## src/rtl/rom_read_ctl_pkg.sv

```systemverilog
// rtl/rom_read_ctl_pkg.sv - shared types and constants for the ROM read controller
// Purpose : bus widths, controller state encoding and an address-increment helper.
// Optional: ROM_PREFETCH_EN adds the PREFETCH state.
package rom_read_ctl_pkg;

  localparam int ROM_AW = 13;
  localparam int ROM_DW = 16;

`ifdef ROM_PREFETCH_EN
  typedef enum logic [2:0] {IDLE, ISSUE, CAPTURE, WAIT, ACK, PREFETCH} state_t;
`else
  typedef enum logic [2:0] {IDLE, ISSUE, CAPTURE, WAIT, ACK} state_t;
`endif

  // Next word address; wraps from the top of the ROM window back to 0.
  function automatic logic [ROM_AW-1:0] next_addr(input logic [ROM_AW-1:0] a);
    return a + {{(ROM_AW-1){1'b0}}, 1'b1};
  endfunction

endpackage

```

## src/rtl/rom_read_ctl_if.sv

```systemverilog
// rtl/rom_read_ctl_if.sv - CPU-side and ROM-side bus bundle for the ROM read controller
// Purpose : groups the 68000 bus cycle signals and the synchronous ROM port.
// Ports   : cpu_a, cpu_as_n, cpu_rw, rom_sel, cpu_d, cpu_dtack_n (CPU side);
//           rom_a, rom_ce_n, rom_oe_n, rom_d (ROM side).
// Modports: master = controller, slave = CPU decode plus ROM.
interface rom_read_ctl_if;
  import rom_read_ctl_pkg::*;

  logic [ROM_AW-1:0] cpu_a;
  logic              cpu_as_n;
  logic              cpu_rw;
  logic              rom_sel;
  logic [ROM_DW-1:0] cpu_d;
  logic              cpu_dtack_n;
  logic [ROM_AW-1:0] rom_a;
  logic              rom_ce_n;
  logic              rom_oe_n;
  logic [ROM_DW-1:0] rom_d;

  modport master (
    input  cpu_a, cpu_as_n, cpu_rw, rom_sel, rom_d,
    output cpu_d, cpu_dtack_n, rom_a, rom_ce_n, rom_oe_n
  );

  modport slave (
    output cpu_a, cpu_as_n, cpu_rw, rom_sel, rom_d,
    input  cpu_d, cpu_dtack_n, rom_a, rom_ce_n, rom_oe_n
  );

endinterface

```

## src/rtl/rom_read_ctl_prefetch_buf.sv

```systemverilog
// rtl/rom_read_ctl_prefetch_buf.sv - one-word prefetch buffer with address tag
// Purpose : holds one speculatively read ROM word, its address tag and a valid bit.
// Ports   : clk, reset (sync active-high), clr (drop valid), load/load_a/load_d (fill),
//           look_a (lookup address), hit (valid and tag match), data (buffered word).
// Used only when ROM_PREFETCH_EN is defined.
module rom_prefetch_buf
  import rom_read_ctl_pkg::*;
(
  input  logic              clk,
  input  logic              reset,
  input  logic              clr,
  input  logic              load,
  input  logic [ROM_AW-1:0] load_a,
  input  logic [ROM_DW-1:0] load_d,
  input  logic [ROM_AW-1:0] look_a,
  output logic              hit,
  output logic [ROM_DW-1:0] data
);

  logic              valid;
  logic [ROM_AW-1:0] tag;

  always_ff @(posedge clk) begin
    if (reset) begin
      valid <= 1'b0;
      tag   <= '0;
      data  <= '0;
    end else if (clr) begin
      valid <= 1'b0;
    end else if (load) begin
      valid <= 1'b1;
      tag   <= load_a;
      data  <= load_d;
    end
  end

  assign hit = valid && (tag == look_a);

endmodule

```

## src/rtl/rom_read_ctl.sv

```systemverilog
// rtl/rom_read_ctl.sv - converts a 68000 async bus read into a synchronous ROM access
// Purpose : registers the CPU request, pulses rom_ce_n/rom_oe_n for one cycle, captures
//           the ROM word and terminates the cycle with DTACK after WAIT_STATES cycles.
// Ports   : clk, reset (sync active-high), bus (rom_read_ctl_if.master).
// Params  : WAIT_STATES (0-15) extra cycles between data capture and DTACK.
// Optional: ROM_PREFETCH_EN reads the next word while idle into rom_prefetch_buf.
module rom_read_ctl
  import rom_read_ctl_pkg::*;
#(
  parameter int WAIT_STATES = 0
) (
  input  logic           clk,
  input  logic           reset,
  rom_read_ctl_if.master bus
);

  // Entering WAIT loads WAIT_STATES-1; unused when WAIT_STATES is 0.
  localparam logic [3:0] WS_LOAD  = 4'(WAIT_STATES - 1);
  localparam bit         HAS_WAIT = (WAIT_STATES > 0);

  state_t            state, next_state, done_state;
  logic              req_as_n, req_rw, req_sel;
  logic [ROM_AW-1:0] req_a;
  logic [3:0]        wait_cnt;
  logic [ROM_DW-1:0] cpu_d_q;
  logic [ROM_AW-1:0] rom_a_q;
  logic              dtack_n_q, ce_n_q, oe_n_q;
  logic              req_valid, abort, hit, accept, accept_rd;

  // The request is taken from the registered bus inputs, so no CPU input reaches an
  // output combinationally; the strobe release is seen directly to end cycles promptly.
  assign req_valid  = !req_as_n && req_sel;
  assign abort      = bus.cpu_as_n;
  assign done_state = HAS_WAIT ? WAIT : ACK;
  assign accept_rd  = accept && req_rw;

`ifdef ROM_PREFETCH_EN
  logic              pf_arm, pf_phase, from_buf, accept_hit;
  logic [ROM_DW-1:0] buf_data;

  rom_prefetch_buf u_buf (
    .clk    (clk),
    .reset  (reset),
    .clr    (accept && !req_rw),
    .load   (state == PREFETCH && pf_phase),
    .load_a (rom_a_q),
    .load_d (bus.rom_d),
    .look_a (req_a),
    .hit    (hit),
    .data   (buf_data)
  );

  assign accept_hit = accept_rd && hit;
`else
  assign hit = 1'b0;
`endif

  always_comb begin
    next_state = state;
    accept     = 1'b0;
    case (state)
      IDLE: begin
        if (req_valid) accept = 1'b1;
`ifdef ROM_PREFETCH_EN
        else if (pf_arm) next_state = PREFETCH;
`endif
      end
      ISSUE:   next_state = abort ? IDLE : CAPTURE;
      CAPTURE: next_state = abort ? IDLE : done_state;
      WAIT: begin
        if (abort) next_state = IDLE;
        else if (wait_cnt == 4'd0) next_state = ACK;
      end
      ACK: if (abort) next_state = IDLE;
`ifdef ROM_PREFETCH_EN
      // A read of the word being prefetched waits for it and is served from the buffer
      // back in IDLE; anything else abandons the prefetch.
      PREFETCH: begin
        if (req_valid && !(req_rw && req_a == rom_a_q)) accept = 1'b1;
        else if (pf_phase) next_state = IDLE;
      end
`endif
      default: next_state = IDLE;
    endcase
    if (accept) begin
      if (!req_rw)  next_state = ACK;
      else if (hit) next_state = done_state;
      else          next_state = ISSUE;
    end
  end

  always_ff @(posedge clk) begin
    if (reset) begin
      state     <= IDLE;
      req_as_n  <= 1'b1;
      req_rw    <= 1'b1;
      req_sel   <= 1'b0;
      req_a     <= '0;
      wait_cnt  <= '0;
      cpu_d_q   <= '0;
      rom_a_q   <= '0;
      dtack_n_q <= 1'b1;
      ce_n_q    <= 1'b1;
      oe_n_q    <= 1'b1;
`ifdef ROM_PREFETCH_EN
      pf_arm    <= 1'b0;
      pf_phase  <= 1'b0;
      from_buf  <= 1'b0;
`endif
    end else begin
      state     <= next_state;
      req_as_n  <= bus.cpu_as_n;
      req_rw    <= bus.cpu_rw;
      req_sel   <= bus.rom_sel;
      req_a     <= bus.cpu_a;
      ce_n_q    <= (next_state != ISSUE);
      oe_n_q    <= (next_state != ISSUE);
      dtack_n_q <= (next_state != ACK);
      if (accept_rd) rom_a_q <= req_a;
      // An abort out of CAPTURE leaves cpu_d untouched.
      if (state == CAPTURE && next_state != IDLE) cpu_d_q <= bus.rom_d;
      if (next_state == WAIT && state != WAIT) wait_cnt <= WS_LOAD;
      else if (next_state == WAIT)              wait_cnt <= wait_cnt - 4'd1;
      else                                      wait_cnt <= '0;
`ifdef ROM_PREFETCH_EN
      if (state != PREFETCH && next_state == PREFETCH) begin
        rom_a_q <= next_addr(rom_a_q);
        ce_n_q  <= 1'b0;
        oe_n_q  <= 1'b0;
      end
      pf_phase <= (state == PREFETCH) && (next_state == PREFETCH);
      if (state == ACK && next_state == IDLE && req_rw) pf_arm <= 1'b1;
      else if (state == IDLE && next_state != IDLE)     pf_arm <= 1'b0;
      if (accept) from_buf <= accept_hit;
      if ((accept_hit && next_state == ACK) ||
          (state == WAIT && next_state == ACK && from_buf))
        cpu_d_q <= buf_data;
`endif
    end
  end

  assign bus.cpu_d       = cpu_d_q;
  assign bus.cpu_dtack_n = dtack_n_q;
  assign bus.rom_a       = rom_a_q;
  assign bus.rom_ce_n    = ce_n_q;
  assign bus.rom_oe_n    = oe_n_q;

endmodule

```

## src/flat_wrapper.sv

```systemverilog
// flat-port wrapper written by rule: the top's interface ports become plain ports
module rom_read_ctl_flat import rom_read_ctl_pkg::*;
#(
  parameter int WAIT_STATES = 0
)
  (clk, reset, bus_cpu_a, bus_cpu_as_n, bus_cpu_rw, bus_rom_sel, bus_rom_d, bus_cpu_d, bus_cpu_dtack_n, bus_rom_a, bus_rom_ce_n, bus_rom_oe_n);
  rom_read_ctl_if bus_i ();
  input  logic clk;
  input  logic reset;
  input wire logic [$bits(bus_i.cpu_a)-1:0] bus_cpu_a;
  input wire logic [$bits(bus_i.cpu_as_n)-1:0] bus_cpu_as_n;
  input wire logic [$bits(bus_i.cpu_rw)-1:0] bus_cpu_rw;
  input wire logic [$bits(bus_i.rom_sel)-1:0] bus_rom_sel;
  input wire logic [$bits(bus_i.rom_d)-1:0] bus_rom_d;
  output wire logic [$bits(bus_i.cpu_d)-1:0] bus_cpu_d;
  output wire logic [$bits(bus_i.cpu_dtack_n)-1:0] bus_cpu_dtack_n;
  output wire logic [$bits(bus_i.rom_a)-1:0] bus_rom_a;
  output wire logic [$bits(bus_i.rom_ce_n)-1:0] bus_rom_ce_n;
  output wire logic [$bits(bus_i.rom_oe_n)-1:0] bus_rom_oe_n;
  assign bus_i.cpu_a = bus_cpu_a;
  assign bus_i.cpu_as_n = bus_cpu_as_n;
  assign bus_i.cpu_rw = bus_cpu_rw;
  assign bus_i.rom_sel = bus_rom_sel;
  assign bus_i.rom_d = bus_rom_d;
  assign bus_cpu_d = bus_i.cpu_d;
  assign bus_cpu_dtack_n = bus_i.cpu_dtack_n;
  assign bus_rom_a = bus_i.rom_a;
  assign bus_rom_ce_n = bus_i.rom_ce_n;
  assign bus_rom_oe_n = bus_i.rom_oe_n;
  rom_read_ctl #(.WAIT_STATES(WAIT_STATES)) u_core (.clk(clk), .reset(reset), .bus(bus_i));
endmodule
```

## config.mk

```make
export PLATFORM = sky130hd
export DESIGN_NAME = rom_read_ctl_flat
export DESIGN_NICKNAME = d
export VERILOG_FILES = /design/src/rtl/rom_read_ctl_pkg.sv /design/src/rtl/rom_read_ctl_if.sv /design/src/rtl/rom_read_ctl_prefetch_buf.sv /design/src/rtl/rom_read_ctl.sv /design/src/flat_wrapper.sv
export SDC_FILE = /design/constraint.sdc
export NUM_CORES = 1
export LEC_CHECK = 0
export BUFFER_PORTS_ARGS = -buffer_cell sky130_fd_sc_hd__clkbuf_2
export CAP_MARGIN = 20
export CORE_MARGIN = 5
export CORE_UTILIZATION = 46
export CTS_BUF_LIST = sky130_fd_sc_hd__clkbuf_2 sky130_fd_sc_hd__clkbuf_4 sky130_fd_sc_hd__clkbuf_8
export CTS_CLUSTER_DIAMETER = 50
export DETAILED_ROUTE_END_ITERATION = 10
export PLACE_DENSITY = 0.77
export SYNTH_ARGS = -nofsm -noshare
export SYNTH_HDL_FRONTEND = slang
export SYNTH_SLANG_ARGS = --single-unit
```

## constraint.sdc

```tcl
create_clock -name clk -period 1.4 [get_ports clk]
set_input_delay 0.14 -clock clk [delete_from_list [all_inputs] [get_ports clk]]
set_output_delay 0.14 -clock clk [all_outputs]
set_load 0.01 [all_outputs]
```

## Yosys cells after proc, flatten, opt, wreduce, memory -nomap -nowiden

Index checks and enable logic that the tools add are counted.

- Bits in registers: 54
- Memories: 0
- RAM bits: 0
- Output and inout bits: 32
- Memory bits (read-only): 0
- Input bits: 34
- Bits in latches: 0

- Equal/unequal tests: 8
- Order comparisons: 0
- Bitwise operators: 0
- Muxes and demuxes: 12
- Shifts and indexed selects: 0
- Multipliers: 0
- Div/mod/pow operators: 0
- Reduce and logical (&&, ||, !) cells: 8
- $add $sub $neg: 1

Operators by type and width:

| cell | count |
|---|---|
| 3-bit 2-to-1 mux | 6 |
| 3-bit case mux with 5 select lines | 1 |
| 3-bit by 2-bit equality test with 1-bit output, second input constant | 3 |
| 4-bit 2-to-1 mux | 2 |
| 1-bit logical AND | 4 |
| 4-bit logical NOT | 1 |
| 4-bit by 1-bit subtractor with 4-bit output, second input constant | 1 |
| 3-bit by 1-bit equality test with 1-bit output, second input constant | 1 |
| 3-bit equality test, second input constant | 1 |
| 3-bit logical NOT | 1 |
| 3-bit by 1-bit inequality test with 1-bit output, second input constant | 1 |
| 3-bit by 2-bit inequality test with 1-bit output, second input constant | 1 |
| 3-bit inequality test, second input constant | 1 |
| 3-bit nonzero test | 1 |
| 1-bit 2-to-1 mux | 2 |
| 2-bit 2-to-1 mux | 1 |
| 1-bit logical NOT | 1 |

## Longest topological paths before layout

Gate-level depths: netlist (run 1).

- Word-level depth: 8
- Mapped depth: 5

## Worst setup path after synthesis (run 1)

Ideal clock, no wire load.

- Kind: register to register
- Start point: register u_core.state[0]
- End point: register u_core.rom_a_q[5] (netlist: u_core.bus.rom_a[5])
- Arrival time: 1.329 ns
- Cell stages (with the launch flop): 6
- Setup time: 0.128 ns
- Period minus slack after synthesis: 1.458 ns
- Slack: -0.058 ns
- Cells stage by stage: dfxtp_1 > buf_6 > or4_4 > buf_6 > o21ai_0 > a21oi_1

- Cells in the longest elaborated chain, start to end: 3

RTL lines:

| element | RTL line | text |
|---|---|---|
| start: declaration | rom_read_ctl.sv:21 | `state_t state, next_state, done_state;` |
| start signal: assignment | rom_read_ctl.sv:111 | `state <= next_state;` |
| 3-bit logical NOT | rom_read_ctl.sv:61 | `case (state)` |
| 1-bit 2-to-1 mux | rom_read_ctl.sv:61 |  |
| 1-bit logical AND | rom_read_ctl.sv:35 | `assign accept_rd = accept && req_rw;` |
| end signal: assignment | rom_read_ctl.sv:119 | `if (accept_rd) rom_a_q <= req_a;` |
| end: declaration | rom_read_ctl.sv:26 | `logic [ROM_AW-1:0] rom_a_q;` |

Every way passes these cells.
A chain may end at the register's enable or synchronous reset.

## Worst setup path after layout (run 1)

- Start point: register u_core.state[1]
- End point: register u_core.ce_n_q (netlist: u_core.bus.rom_ce_n)

- Cells in the longest elaborated chain, start to end: 5

RTL lines:

| element | RTL line | text |
|---|---|---|
| 3-bit 2-to-1 mux | rom_read_ctl.sv:72 | `else if (wait_cnt == 4'd0) next_state = ACK;` |
| 3-bit 2-to-1 mux | rom_read_ctl.sv:71 | `if (abort) next_state = IDLE;` |
| 3-bit case mux with 5 select lines | rom_read_ctl.sv:61 |  |
| 3-bit 2-to-1 mux * | rom_read_ctl.sv:85 | `if (accept) begin` |
| 3-bit by 1-bit inequality test with 1-bit output * | rom_read_ctl.sv:116 | `ce_n_q <= (next_state != ISSUE);` |
| end signal: assignment | rom_read_ctl.sv:116 |  |
| end: declaration | rom_read_ctl.sv:27 | `logic dtack_n_q, ce_n_q, oe_n_q;` |

Every way passes the cells marked *; elsewhere a longest branch is shown, timed or not.

==> run metrics, run 1 <==
CP required=1.59 ns; DRT Pass-1 Iters=5; Final ANT Viol Nets=0; setup TNS=0 ns; syn nets=244; Die ar.=0.005721 mm²; I/O pins=66; Ys Warns=0; Slew HR=68.38%; Total Power=2.783 mW; most frequent cells after synthesis=dfxtp_1 (54), nand2_1 (36), a21oi_1 (31); GR Util All Layers=15.08%; layout cells sized above 1=39.37%; max_cap viols=0; Num Clock Sinks=54; leakage power=1.062 nW; # fillers=352; CP max FO=8; vias in the first global route=1551; count of cell types in the netlist=34; min-delay worst type=in -> reg; area of the multi-input gates=822.0 µm²; Final Hold Fails=0; crit path launch type=flop; Slew Viols, Final=0; final setup skew=0.003648 ns; drt wl/cell=12.65 µm; async set-reset flop share out of synthesis=0%; Tightest Pin Transition=0.4743 ns; Placement Rows=23; routability cong.=0.7851; element type at the critical path end=flop; Die W=75.64 µm; CTS root buffer=clkbuf_8; worst setup path category=reg -> reg; post-synth top area share=54.55%; Post-synth top flop=dfxtp_1; sequential cell area fraction in the yosys report=54.55%; H-tree lvl count=2; global-route wire length before repair=6.561 mm; Clk pin slew, worst setup/hold paths=0.09 ns; synthesized area per cell=9.528 µm²; Clk Latency, worst-skew pair=0.30 ns; fin nets=322; # diodes=0; min Tclk post-route=1.368 ns; most numerous cell in the Yosys netlist=dfxtp_1; Synth Register Bits=54; Cells after Synth=208; CTS Hold Bufs=0; status=complete, no violations; Final HPWL DP=3.020 mm; Yosys top cell by area=dfxtp_1; first-iteration detailed-routing DRC count=95; CTS tree=built; total number of vias=1679; unrepaired setup endpoints after global routing=true; Layout Cells excl Fill=337; fin util=63.04%; Routed WL=4.264 mm; placed cells=326; Chip Height=75.64 µm; Via-to-Cell Ratio=4.982; period utilization=97.74%; WP data arrival=1.56 ns; number of synthesized flops with an enable pin=0; area grow syn2layout=29.99%; CTS buffer count=5; grt ovf=0; clk buf depth=2; Post-Syn Area=0.001982 mm²; fmax=730.8 MHz; # DRC=0; antenna violations before repair=0; main area contributors after synthesis=dfxtp_1 (55%), a21oi_1 (7.8%), nand2_1 (6.8%); count of final setup violators=0; largest net degree at the start of global routing=49; port bufs=65; core box area=0.004086 mm²; Max IR drop VDD=0.7509 mV; pwr dens=1080 mW/mm²; Register Area=0.001087 mm²; Initial Util=48.50%
==> power by group <==
part	internal (mW)	switching, mW
clock network	0.536	0.492
logic	0.0869	0.0891
registers	1.57	0.0125
total	2.19	0.594
==> logic make-up (layout without fill, tap and decap cells) <==
kind of cell,count (synthesis),after routing,synth area share (%)
AND/OR/NAND/NOR,81,82,22.47
XOR/XNOR,2,2,0.8840
AO/OA/AOI/OAI,52,52,14.46
buffers and inverters,17,95,6.375
adder cells (fa/ha/maj),2,2,1.262
flip-flops,54,54,54.55
==> critical path, cell delays in order, from the launching register on <==
cell and delay (ns):
dfxtp_2 0.35, or4_4 0.59, or3_1 0.32
==> worst paths after layout <==
kind                   start                  end  slack (ns)  cells past startpoint
max reg2reg  u_core.state[1]  u_core.bus.rom_ce_n        0.03                      2
min reg2reg  u_core.req_a[2]  u_core.bus.rom_a[2]        0.45                      2
min               bus_cpu_rw        u_core.req_rw        0.01                      2
max          u_core.state[1]  u_core.bus.rom_ce_n        0.03                      2
==> metal layers <==
layer / vias up / GRT usage, % / share of wire, %
li1: 864 / - / -
met1: 759 / 17.66 / 43
met2: 47 / 24.93 / 48
met3: 9 / 4.485 / 6.2
met4: 0 / 7.767 / 2.6
met5: - / 0 / 0
==> cell usage in the layout, fill, tap and decap left out, types with 2 or more instances in the layout <==
cell type   n
or2_2       2
clkbuf_2   65
inv_2       2
dfxtp_1    49
nand2_1    36
buf_4      16
xnor2_1     2
nand3_1    14
nor2_1      2
a311oi_1    4
nor3b_2     2
a21oi_1    31
clkbuf_8    5
o21ai_1     5
or3b_4      2
o21ai_0     9
nor2b_1    15
dfxtp_2     5
buf_6       3
or4_4       2
==> cell type report <==
type	instances	share of cell area, %
clock buffers	5	2.671
clock inverters	3	1.700
inverters	2	0.2914
multi-input cells	138	31.91
flip-flops and latches	54	42.20
well taps	50	2.428
repair buffers	85	18.80
==> stage by stage <==
step           hold slack (ns)  cell area [µm²]  setup WS, ns
2_1_floorplan           0.2436             1988       0.02222
3_3_place_gp            0.3283             2392       0.02696
3_5_place_dp            0.3309             2392      -0.02610
4_1_cts               0.005660             2509     -0.006611
5_1_grt                0.01314             2576      -0.02842
6_report               0.01205             2576       0.03158
==> flip-flops by register name (all words and copies together), names as in the netlist <==
name                    flops
u_core.state                3
u_core.req_rw               1
u_core.bus.rom_ce_n         1
u_core.req_sel              1
u_core.req_as_n             1
u_core.req_a               13
u_core.bus.cpu_dtack_n      1
u_core.wait_cnt             4
u_core.bus.rom_a           13
u_core.bus.cpu_d           16
==> repair_timing <==
item	CTS	global route
cloned	0	2
buffers inserted	0	1
pin swaps	2	7
endpoints found under the setup margin	6	22
resized for setup	2	14
Note: power is estimated with default switching activity, not from simulation.
==> inputs of run 2 (changes only) <==
--- a/config.mk
+++ b/config.mk
@@ -6,8 +6,6 @@
 export NUM_CORES = 1
 export LEC_CHECK = 0
 export BUFFER_PORTS_ARGS = -buffer_cell sky130_fd_sc_hd__clkbuf_2
-export CAP_MARGIN = 20
-export CORE_MARGIN = 5
 export CORE_UTILIZATION = 46
 export CTS_BUF_LIST = sky130_fd_sc_hd__clkbuf_2 sky130_fd_sc_hd__clkbuf_4 sky130_fd_sc_hd__clkbuf_8
 export CTS_CLUSTER_DIAMETER = 50
==> run 2 against run 1 <==
  * The flow now finishes with violations (negative setup slack)
  * Cell area shrank 0.78%
  * Routed wire length shrank 1.0%
  * Combinational power shrank 3%
  * Non-clock buffer count shrank 2
  * Via count grew 0.36%
  * Worst hold slack gained 0.0017 ns
  * Sequential power is essentially flat
  * Clock power is essentially flat
  * Highest routed layer unchanged
==> run metrics, run 2 (synthesized netlist as in run 1, its figures left out) <==
H-tree lvl count=2 (unchanged); Clk pin slew, worst setup/hold paths=0.09 ns (about the same); Die ar.=0.004575 mm² (-20%); clk buf depth=2 (unchanged); layout cells sized above 1=38.38% (-0.99 points); CTS tree=built; max reg flops=16 (unchanged); Die W=67.64 µm (-11%); final setup skew=0.003574 ns (-0.00007388 ns); largest net degree at the start of global routing=29 (-41%); antenna violations before repair=0 (unchanged); Tightest Pin Transition=0.4313 ns (-0.04298 ns); Metal-1 WL=1.849 mm (about the same); DRT Pass-1 Iters=4 (-1); routability cong.=0.8301 (+5.7%); unrepaired setup endpoints after global routing=true; Highest Signal Layer=met4; total number of vias=1685 (+0.36%); Final HPWL DP=2.953 mm (-2.2%); fin nets=319 (-0.93%); period utilization=100.5% (+2.8 points); Num Clock Sinks=54 (unchanged); Max IR drop VDD=0.7544 mV (+0.47%); CTS Hold Bufs=0 (unchanged); core box area=0.004058 mm² (-0.70%); commonest non-fill, non-tap cells in the layout=clkbuf_2 (65), dfxtp_1 (50), nand2_1 (36); count of final setup violators=1 (+1); Chip Height=67.64 µm (-11%); CTS buffer count=5 (unchanged); port bufs=65 (unchanged); area grow syn2layout=28.98%; Clk Latency, worst-skew pair=0.31 ns (about the same); Final Hold Fails=0 (unchanged); pwr dens=1094 mW/mm² (+1.3%); CP required=1.60 ns (about the same); min-delay worst type=in -> reg; final instance area=0.002556 mm² (-0.78%); vias in the first global route=1488 (-4.1%); I/O pins=66 (unchanged); Initial Util=48.84% (+0.34 points); min Tclk post-route=1.408 ns (+0.03916 ns); Total Power=2.796 mW (+0.46%); setup TNS=-0.007579 ns (-0.007579 ns); Via-to-Cell Ratio=5.045 (+1.3%); placed cells=324 (-0.61%); # DRC=0 (unchanged); element type at the critical path end=flop; most common cell after layout, fill and taps aside=clkbuf_2; CP max FO=15 (+7); first-iteration detailed-routing DRC count=90 (-5.3%); Slew Viols, Final=0 (unchanged); CP Cell Sequence=or4_4 -> or3_1; # diodes=0 (unchanged); Final ANT Viol Nets=0 (unchanged); Placement Rows=23 (unchanged); Slew HR=71.18% (+2.8 points); met3 WL post-DR=175 µm (-34%); global-route wire length before repair=6.451 mm (-1.7%); grt ovf=0 (unchanged); pre-CTS worst setup slack=-0.05300 ns (-0.02690 ns); status=finished with violations; max incr delay on CP=0.61 ns (+0.02 ns); leakage power=1.049 nW (-1.2%); Routed WL=4.221 mm (-1.0%); fmax=710.4 MHz (-2.8%); DR WL met2=2.138 mm (+5.1%); CTS root buffer=clkbuf_8; drt wl/cell=12.64 µm (-0.12%); violated checks=negative setup slack; GR Util All Layers=19.23% (+4.2 points); crit path launch type=flop; worst setup path category=reg -> reg; WP data arrival=1.60 ns (+0.04 ns); max_cap viols=0 (unchanged); Layout Cells excl Fill=334 (-0.89%); worst setup slack after layout=-0.007579 ns (-0.03916 ns); slowest CP cell=or4_4; dpl cell area=0.002377 mm² (-0.63%)
-- run 2: final cells by class --
| type | count | area (µm²) |
|---|---|---|
| Fill cell | 346 | 1501 |
| Timing Repair Buffer | 83 | 471.7 |
| Clock buffer | 6 | 76.32 |
| Multi-Input combinational cell | 137 | 814.5 |
| Inverter | 2 | 7.507 |
| Sequential cell | 54 | 1086 |
| Tap cell | 50 | 62.56 |
| Clock inverter | 2 | 37.54 |
-- run 2: what timing repair did --
action / 4_1_cts / 5_1_grt
setup endpoints to repair: 10 / 36
cloned: 0 / 1
setup buffers: 0 / 1
gates resized for setup: 5 / 12
pin swaps: 2 / 2
-- run 2: per-layer routing --
layer | GRT usage (%) | vias up
li1 | - | 859
met1 | 22.44 | 782
met2 | 32.55 | 39
met3 | 5.068 | 5
met4 | 8.777 | 0
met5 | 0 | -
-- run 2: final timing paths --
kind | cells after the start | endpoint | slack, ns | startpoint
setup / recovery | 2 | u_core.bus.rom_ce_n | -0.008 | u_core.state[1]
hold / removal | 2 | u_core.req_rw | 0.01 | bus_cpu_rw
setup reg to reg | 2 | u_core.bus.rom_ce_n | -0.008 | u_core.state[1]
hold reg to reg | 2 | u_core.bus.rom_a[9] | 0.46 | u_core.req_a[9]
-- run 2: per-stage QoR --
stage / util (%) / hold slack [ns]
3_3_place_gp: 58.59 / 0.3292
4_1_cts: 61.73 / 0.01080
6_report: 63.00 / 0.01379
2_1_floorplan: - / 0.2436
3_5_place_dp: 58.59 / 0.3325
5_1_grt: 63.00 / 0.01100
-- run 2: power by group --
| group | switching, mW | internal, mW | leakage [nW] |
|---|---|---|---|
| Clock | 0.495 | 0.553 | 0.0548 |
| Combinational | 0.0875 | 0.0828 | 0.553 |
| Sequential | 0.0119 | 1.57 | 0.441 |
| Total | 0.594 | 2.20 | 1.05 |
-- run 2: worst max-delay path, delay by kind of cell, from the launching register on --
family	cells	cell delay [ns]
AND/OR/NAND/NOR	2	0.95
flip-flops	1	0.35
==> inputs of run 3 (changes only) <==
--- a/config.mk
+++ b/config.mk
@@ -10,6 +10,7 @@
 export CTS_BUF_LIST = sky130_fd_sc_hd__clkbuf_2 sky130_fd_sc_hd__clkbuf_4 sky130_fd_sc_hd__clkbuf_8
 export CTS_CLUSTER_DIAMETER = 50
 export DETAILED_ROUTE_END_ITERATION = 10
+export HOLD_SLACK_MARGIN = 0.02
 export PLACE_DENSITY = 0.77
 export SYNTH_ARGS = -nofsm -noshare
 export SYNTH_HDL_FRONTEND = slang
==> run 3 against run 2 <==
  * The run still ends with negative setup slack left
  * Routed wire length up 0.26%
  * Fmax about the same
  * Via count up 0.30%
  * Sequential share of layout area down 0.17 points
  * Total power about the same
  * Sequential power about the same
  * Largest power group unchanged
==> run metrics, run 3 (synthesized netlist as in run 1, its figures left out) <==
DRT Pass-1 Iters=4 (unchanged); max_cap viols=0 (unchanged); min-delay worst type=in -> reg; Final HPWL DP=2.953 mm (unchanged); Total Power=2.798 mW (about the same); I/O pins=66 (unchanged); first-iteration detailed-routing DRC count=91 (+1.1%); element type at the critical path end=flop; Die ar.=0.004575 mm² (unchanged); vias in the first global route=1491 (+0.20%); Routed WL=4.232 mm (+0.26%); CTS tree=built; CP required=1.60 ns (about the same); final setup skew=0.003437 ns (-0.0001374 ns); clk buf depth=2 (unchanged); Flop pwr share=56.4% (about the same); slowest CP cell=or4_4; setup TNS=-0.006724 ns (+0.0008554 ns); Via-to-Cell Ratio=5.045 (about the same); max reg flops=16 (unchanged); CTS root buffer=clkbuf_8; violated checks=negative setup slack; WP data arrival=1.60 ns (about the same); status=finished with violations; area grow syn2layout=29.48%; CP max FO=15 (unchanged); drt wl/cell=12.63 µm (about the same); Tightest Pin Transition=0.4364 ns (+0.005089 ns); Final Hold Fails=0 (unchanged); Clk pin slew, worst setup/hold paths=0.09 ns (about the same); fin util=63.24% (+0.25 points); count of final setup violators=1 (unchanged); commonest non-fill, non-tap cells in the layout=clkbuf_2 (65), dfxtp_1 (50), nand2_1 (36); Die W=67.64 µm (unchanged); layout cells sized above 1=38.25% (-0.13 points); port bufs=65 (unchanged); global-route wire length before repair=6.465 mm (+0.22%); crit path launch type=flop; Placement Rows=23 (unchanged); Chip Height=67.64 µm (unchanged); Switching Power=0.5935 mW (about the same); largest net degree at the start of global routing=29 (unchanged); Clk Latency, worst-skew pair=0.31 ns (about the same); max incr delay on CP=0.61 ns (about the same); Num Clock Sinks=54 (unchanged); core box area=0.004058 mm² (unchanged); CTS buffer count=5 (unchanged); CP Cell Sequence=or4_4 -> or3_1; worst setup path category=reg -> reg; grt ovf=0 (unchanged); clock power share=37.4% (about the same); routability cong.=0.8301 (unchanged); # DRC=0 (unchanged); leakage power=1.053 nW (+0.40%); total number of vias=1690 (+0.30%); CP top delay family=simple AND/OR/NAND/NOR gates; H-tree lvl count=2 (unchanged); Logic pwr share=6.2% (about the same); period utilization=100.5% (about the same); most common cell after layout, fill and taps aside=clkbuf_2; fin nets=320 (+0.31%); min Tclk post-route=1.407 ns (-0.0008554 ns); Slew HR=70.84% (-0.34 points); Initial Util=48.84% (unchanged); fmax=710.9 MHz (about the same); Max IR drop VDD=0.7540 mV (about the same); worst setup slack after layout=-0.006724 ns (+0.0008554 ns); sw frac=21.21% (-0.026 points); Final ANT Viol Nets=0 (unchanged); pwr dens=1090 mW/mm² (-0.34%); crit path buf inv count=0 (unchanged); internal power=2.204 mW (about the same); unrepaired setup endpoints after global routing=true; GR Util All Layers=19.27% (+0.035 points); antenna violations before repair=0 (unchanged); # diodes=0 (unchanged); Slew Viols, Final=0 (unchanged)
run 3: cell count changes in the layout (fill, tap and decap cells not counted), sizes merged:
cell	delta
dlygate4sd3	+1
run 3: metal layers:
| metal | track usage, % | up-vias | wire length, µm |
|---|---|---|---|
| li1 | - | 862 | - |
| met3 | 5.068 | 5 | 174 |
| met4 | 8.777 | 0 | 56 |
| met1 | 22.54 | 786 | 1876 |
| met5 | 0 | - | 0 |
| met2 | 32.55 | 37 | 2125 |
run 3: power groups by stage:
stage | combinational [mW] | sequential [mW] | clock (mW)
after detailed placement | 0.165 | 1.61 | 0
after floorplan | 0.0892 | 1.62 | 0
final | 0.173 | 1.58 | 1.05
after global routing | 0.191 | 1.58 | 1.14
after CTS | 0.169 | 1.58 | 1.06
after global placement | 0.161 | 1.61 | 0
run 3: cell type report:
type | count | area, µm²
sequential | 54 | 1086
clock buffer | 6 | 76.32
fill | 345 | 1491
tap | 50 | 62.56
timing repair buffer | 84 | 481.7
clock inverter | 2 | 37.54
inverter | 2 | 7.507
multi-input combinational | 137 | 814.5
run 3: final timing paths:
kind	start	to	slack (ns)	cells past startpoint
hold / removal	reset	u_core.state[2]	0.02	2
setup reg to reg	u_core.state[1]	u_core.bus.rom_ce_n	-0.007	2
hold reg to reg	u_core.req_a[9]	u_core.bus.rom_a[9]	0.45	2
setup / recovery	u_core.state[1]	u_core.bus.rom_ce_n	-0.007	2
run 3: stage by stage:
step	instances	setup slack [ns]	cell area (µm²)	hold WS [ns]
floorplan	208	0.02222	1988	0.2436
global placement	324	0.02182	2377	0.3292
detailed placement	324	-0.05300	2377	0.3325
CTS	333	-0.01400	2515	0.02158
global route	335	-0.06906	2566	0.02773
finish	335	-0.006724	2566	0.02389
run 3: repair_timing:
item / 4_1_cts / 5_1_grt
gates resized for setup: 5 / 12
endpoints found under the setup margin: 10 / 36
pin swaps: 2 / 2
hold buffers: 1 / 0
hold endpoints to repair: 1 / 0
gates cloned: 0 / 1
buffers inserted: 0 / 1
